$ cat config.mk
export PLATFORM = sky130hd
export DESIGN_NAME = mips_div_unit
export DESIGN_NICKNAME = d
export VERILOG_FILES = /design/src/rtl/mips_div_unit.sv
export SDC_FILE = /design/constraint.sdc
export NUM_CORES = 1
export LEC_CHECK = 0
export ABC_AREA = 1
export CAP_MARGIN = 20
export CELL_PAD_IN_SITES_DETAIL_PLACEMENT = 1
export CELL_PAD_IN_SITES_GLOBAL_PLACEMENT = 1
export CORE_MARGIN = 2
export CORE_UTILIZATION = 40
export CTS_CLUSTER_SIZE = 20
export DETAILED_ROUTE_END_ITERATION = 8
export GPL_TIMING_DRIVEN = 0
export PLACE_DENSITY = 0.77
export SYNTH_ARGS = -nofsm -noshare
export SYNTH_HDL_FRONTEND = slang
export SYNTH_SLANG_ARGS = --single-unit
$ cat constraint.sdc
create_clock -name clk -period 3.3 [get_ports clk]
set_input_delay 0.66 -clock clk [delete_from_list [all_inputs] [get_ports clk]]
set_output_delay 0.66 -clock clk [all_outputs]
set_load 0.005 [all_outputs]
$ cat src/rtl/mips_div_unit.sv
// Multi-cycle radix-2 restoring divider for MIPS DIV/DIVU feeding the LO/HI stage.
// Optional build macro DIV_ZERO_FAST_EN adds a div_zero flag and a single-cycle zero-divisor path.
module mips_div_unit #(
  parameter int WIDTH = 32
) (
  input  logic             clk,
  input  logic             rst_n,
  input  logic             start,
  input  logic             is_signed,
  input  logic [WIDTH-1:0] dividend,
  input  logic [WIDTH-1:0] divisor,
  input  logic             flush,
  output logic             busy,
  output logic             done,
  output logic [WIDTH-1:0] div_lo,
  output logic [WIDTH-1:0] div_hi,
`ifdef DIV_ZERO_FAST_EN
  output logic             div_zero,
`endif
  output logic [1:0]       dbg_state
);

  localparam int CW = $clog2(WIDTH);

  localparam logic [1:0] S_IDLE = 2'd0;
  localparam logic [1:0] S_CALC = 2'd1;
  localparam logic [1:0] S_FIX  = 2'd2;
  localparam logic [1:0] S_DONE = 2'd3;

  logic [1:0]       state_q, state_d;
  logic [CW-1:0]    cnt_q, cnt_d;
  logic [WIDTH-1:0] rem_q, rem_d;
  logic [WIDTH-1:0] quo_q, quo_d;
  logic [WIDTH-1:0] dvs_q, dvs_d;
  logic             q_neg_q, q_neg_d;
  logic             r_neg_q, r_neg_d;
  logic [WIDTH-1:0] lo_q, lo_d;
  logic [WIDTH-1:0] hi_q, hi_d;
`ifdef DIV_ZERO_FAST_EN
  logic             div_zero_q, div_zero_d;
`endif

  logic             dvd_neg, dvs_neg;
  logic [WIDTH-1:0] dvd_abs, dvs_abs;
  logic [WIDTH:0]   rem_shift;
  logic [WIDTH-1:0] trial;
  logic             trial_ok;

  always_comb begin
    dvd_neg   = is_signed & dividend[WIDTH-1];
    dvs_neg   = is_signed & divisor[WIDTH-1];
    dvd_abs   = dvd_neg ? -dividend : dividend;
    dvs_abs   = dvs_neg ? -divisor : divisor;
    // The shifted remainder needs WIDTH+1 bits; the subtraction result always fits in WIDTH.
    rem_shift = {rem_q, quo_q[WIDTH-1]};
    trial_ok  = (rem_shift >= {1'b0, dvs_q});
    trial     = rem_shift[WIDTH-1:0] - dvs_q;

    state_d = state_q;
    cnt_d   = cnt_q;
    rem_d   = rem_q;
    quo_d   = quo_q;
    dvs_d   = dvs_q;
    q_neg_d = q_neg_q;
    r_neg_d = r_neg_q;
    lo_d    = lo_q;
    hi_d    = hi_q;
`ifdef DIV_ZERO_FAST_EN
    div_zero_d = 1'b0;
`endif

    case (state_q)
      S_IDLE: begin
        if (start) begin
`ifdef DIV_ZERO_FAST_EN
          if (divisor == '0) begin
            lo_d       = '1;
            hi_d       = dividend;
            div_zero_d = 1'b1;
            state_d    = S_DONE;
          end else begin
`endif
            rem_d   = '0;
            quo_d   = dvd_abs;
            dvs_d   = dvs_abs;
            q_neg_d = dvd_neg ^ dvs_neg;
            r_neg_d = dvd_neg;
            cnt_d   = CW'(WIDTH - 1);
            state_d = S_CALC;
`ifdef DIV_ZERO_FAST_EN
          end
`endif
        end
      end
      S_CALC: begin
        quo_d = {quo_q[WIDTH-2:0], trial_ok};
        rem_d = trial_ok ? trial : rem_shift[WIDTH-1:0];
        cnt_d = cnt_q - CW'(1);
        if (cnt_q == '0) state_d = S_FIX;
      end
      S_FIX: begin
        lo_d    = q_neg_q ? -quo_q : quo_q;
        hi_d    = r_neg_q ? -rem_q : rem_q;
        state_d = S_DONE;
      end
      default: state_d = S_IDLE;
    endcase

    // Flush aborts from any state and leaves the last completed result visible.
    if (flush) begin
      state_d = S_IDLE;
      lo_d    = lo_q;
      hi_d    = hi_q;
`ifdef DIV_ZERO_FAST_EN
      div_zero_d = 1'b0;
`endif
    end
  end

  always_ff @(posedge clk or negedge rst_n) begin
    if (!rst_n) begin
      state_q <= S_IDLE;
      cnt_q   <= '0;
      rem_q   <= '0;
      quo_q   <= '0;
      dvs_q   <= '0;
      q_neg_q <= 1'b0;
      r_neg_q <= 1'b0;
      lo_q    <= '0;
      hi_q    <= '0;
`ifdef DIV_ZERO_FAST_EN
      div_zero_q <= 1'b0;
`endif
    end else begin
      state_q <= state_d;
      cnt_q   <= cnt_d;
      rem_q   <= rem_d;
      quo_q   <= quo_d;
      dvs_q   <= dvs_d;
      q_neg_q <= q_neg_d;
      r_neg_q <= r_neg_d;
      lo_q    <= lo_d;
      hi_q    <= hi_d;
`ifdef DIV_ZERO_FAST_EN
      div_zero_q <= div_zero_d;
`endif
    end
  end

  assign busy      = (state_q == S_CALC) || (state_q == S_FIX);
  assign done      = (state_q == S_DONE);
  assign div_lo    = lo_q;
  assign div_hi    = hi_q;
  assign dbg_state = state_q;
`ifdef DIV_ZERO_FAST_EN
  assign div_zero  = div_zero_q;
`endif

endmodule
==> results.yml <==
clock_tree:
  h-tree-depth: 4
  tritoncts_num_sinks: 169
  clock_tree.buffer_depth: 2
  cts_buffers: 17
  clock_insertion_delay_worst_skew_ns: 0.45
  tritoncts: "done"
  clk_transition_reported_paths_ns: 0.07
  cts_setup_buffers: 0
  postCtsResizedCells: 0
  cts.root.buffer_cell: "sky130_fd_sc_hd__clkbuf_16"
  post_cts_hold_buffer_count: 0
drt:
  wire_per_inst_um: 19.07
  route.detailed.vias_per_inst: 5.251
  detailedRoute.firstPassIterationCount: 5
  dr_total_vias: 14110
  drc: 0
  drtIter0Drc: 988
  antenna_left: 0
  drt-total-wl_um: 51210
logic_synthesis:
  synth_async_sr_flop_share_pct: 100.0
  synth_top_area_cell: "sky130_fd_sc_hd__dfrtp_1"
  leading_post_synthesis_cells_by_instance_count: "665 x sky130_fd_sc_hd__nand2_1, 285 x sky130_fd_sc_hd__inv_1, 209 x sky130_fd_sc_hd__nand3_1, 186 x sky130_fd_sc_hd__nor2_1, 169 x sky130_fd_sc_hd__dfrtp_1"
  synth-seq-area-share_pct: 32.07
  post_synth_num_cell_types: 45
  postSynthAreaPerCell_um2: 6.356
  synth_top_area_share_pct: 32.07
  ys.flop_type: "sky130_fd_sc_hd__dfrtp_1"
  syn_inst: 2075
  ys.warnings.count: 0
  synth.net_count: 2187
  syn_area_um2: 13190
  dominant_cell_by_count_in_the_synthesized_netlist: "sky130_fd_sc_hd__nand2_1"
  synth_seq_cells: 169
  post_synth_main_area_contributors: "sky130_fd_sc_hd__dfrtp_1 32%, sky130_fd_sc_hd__nand2_1 19%, sky130_fd_sc_hd__inv_1 8.1%, sky130_fd_sc_hd__nand3_1 7.9%, sky130_fd_sc_hd__nor2_1 5.3%"
  number_of_flops_mapped_to_enable_cells_by_yosys: 0
global_route:
  first_pass_grt_wire_length_um: 80480
  grt_usage_pct: 30.62
  globalRoute.totalOverflow: 0
  antenna_found_initial: 0
  first_global_vias: 14570
  grt_max_degree: 110
die:
  placeableCoreArea_um2: 32540
  rows: 66
  floorplan.die.width_um: 185.6
  count_of_pins_on_the_block_boundary: 137
  die_area_um2: 34440
  die_y_um: 185.6
  initial_core_util_pct: 40.54
cells_and_area:
  fin_cells: 2686
  final_layout_size_suffix_gt1_share_pct: 4.011
  area_delta_synth_final_pct: 19.01
  finish.utilization_pct: 48.24
  fin_nets: 2343
  antenna_cells_inserted: 0
  fillerInstances: 4440
worst_setup_path:
  critical_path_top_delay_cell: "sky130_fd_sc_hd__buf_1"
  cp.required_ns: 3.56
  crit_fanout: 10
  worst_ep_arrival_time_ns: 3.00
  cp-start-kind: "register"
  cell_chain_critical_path: "inv_1, ha_1, buf_2, nand2_2, o21ai_2, inv_1, buf_2, buf_1, a22oi_1"
  worst-path-buf-inv: 5
  critPathKind: "reg -> reg"
  critical_path.top_delay_family: "buffers and inverters"
  critPathCaptureType: "register"
  critical-path-max-stage-delay_ns: 0.67
sta:
  finalMaxSlewViolations: 0
  max_slew_margin_pct: 27.76
  max_freq_ghz: 0.3649
  timing.clock.skew_ns: 0.01029
  setup_viol: 0
  timing.final.hold_violations: 0
  fin_crit_share_pct: 83.04
  max_slew.worst_pin.slew_ns: 1.084
  rsz0062_at_grt: "false"
  period_minus_slack_ns: 2.740
  fin_worst_hold_slack_ns: 0.1445
pwr:
  max-vdd-ir-drop_v: 0.0004425
  power.density_nw_per_um2: 851.6
  power_leakage_nw: 8.014
  power.total_mw: 13.37
placed_design:
  numPortBuffers: 136
  place.gp.congestion: 0.9553
  dp_cells: 2654
  place_hpwl_um: 42590
outcome:
  run_status: "complete, no violations"
run:
  maxCapViolCount: 0
min_path:
  min_path_type: "in -> async"
final timing paths:
kind / startpoint / to / slack [ns] / depth (start not counted)
min in group clk: div_hi[29]$_DFFE_PN0P_ / div_hi[29]$_DFFE_PN0P_ / 0.49 / 2
hold reg to reg: div_hi[29]$_DFFE_PN0P_ / div_hi[29]$_DFFE_PN0P_ / 0.49 / 2
setup reg to reg: dbg_state[0]$_DFFE_PN0P_ / cnt_q[1]$_DFFE_PN0P_ / 0.56 / 9
hold / removal: rst_n / cnt_q[3]$_DFFE_PN0P_ / 0.14 / 1
max in group asynchronous: rst_n / div_hi[19]$_DFFE_PN0P_ / 2.22 / 2
setup / recovery: dbg_state[0]$_DFFE_PN0P_ / cnt_q[1]$_DFFE_PN0P_ / 0.56 / 9
through the flow:
step                area (µm²)  setup WS [ns]  setup TNS (ns)
floorplan                13190          1.269               0
global placement         15100         -5.652         -949.89
detailed placement       15140         0.1398               0
CTS                      15700         0.5589               0
global route             15700         0.2302               0
finish                   15700         0.5595               0
placed cells by master, fill, tap and decap left out, types with 13 or more instances in the layout:
cell type,netlist,layout
sky130_fd_sc_hd__dfrtp_1,169,169
sky130_fd_sc_hd__xnor2_1,17,17
sky130_fd_sc_hd__clkdlybuf4s50_1,0,135
sky130_fd_sc_hd__nor3_1,29,29
sky130_fd_sc_hd__o211ai_1,16,16
sky130_fd_sc_hd__a21oi_1,66,66
sky130_fd_sc_hd__nand2_1,665,665
sky130_fd_sc_hd__buf_2,13,13
sky130_fd_sc_hd__nand4_1,28,28
sky130_fd_sc_hd__o21ai_0,127,127
sky130_fd_sc_hd__inv_1,285,285
sky130_fd_sc_hd__nor2_1,186,186
sky130_fd_sc_hd__o21ai_1,13,13
sky130_fd_sc_hd__a31oi_1,18,18
sky130_fd_sc_hd__nand3_1,209,209
sky130_fd_sc_hd__ha_1,42,42
sky130_fd_sc_hd__clkbuf_16,0,17
sky130_fd_sc_hd__xor2_1,57,57
sky130_fd_sc_hd__clkbuf_1,42,43
state kept, by name (all words and copies together) (netlist names):
register	cells
q_neg_q	1
quo_q	32
cnt_q	5
div_lo	32
rem_q	32
dbg_state	2
r_neg_q	1
div_hi	32
dvs_q	32
cells by family after synthesis:
family,Yosys count,synth area share [%]
XOR/XNOR,74,4.914
AO/OA/AOI/OAI,259,10.74
adder cells (fa/ha/maj),43,4.136
buffers and inverters,361,10.57
AND/OR/NAND/NOR,1169,37.58
flip-flops,169,32.07
report_power, final:
group	internal [mW]	total, mW	switching [mW]
combinational	2.73	7.86	5.13
sequential	2.89	3.54	0.655
clock	1.04	1.97	0.931
per-layer routing:
metal	GRT usage [%]	wire, µm	vias up
met4	10.27	1571	0
met2	48.81	22510	292
met3	3.933	2110	70
met5	0	0	-
met1	42.84	25020	6815
li1	-	-	6928
layout make-up:
class                      count  area (µm²)  share of cell area, %
multi-input combinational   1545        7566                  48.20
timing repair buffer         137        1394                  8.880
tap                          442       553.0                  3.523
buffer                        63       275.3                  1.754
clock buffer                  21       470.5                  2.997
sequential                   169        4229                  26.94
clock inverter                11       90.09                 0.5739
inverter                     298        1119                  7.126
Power figures use the tool's default switching activity.
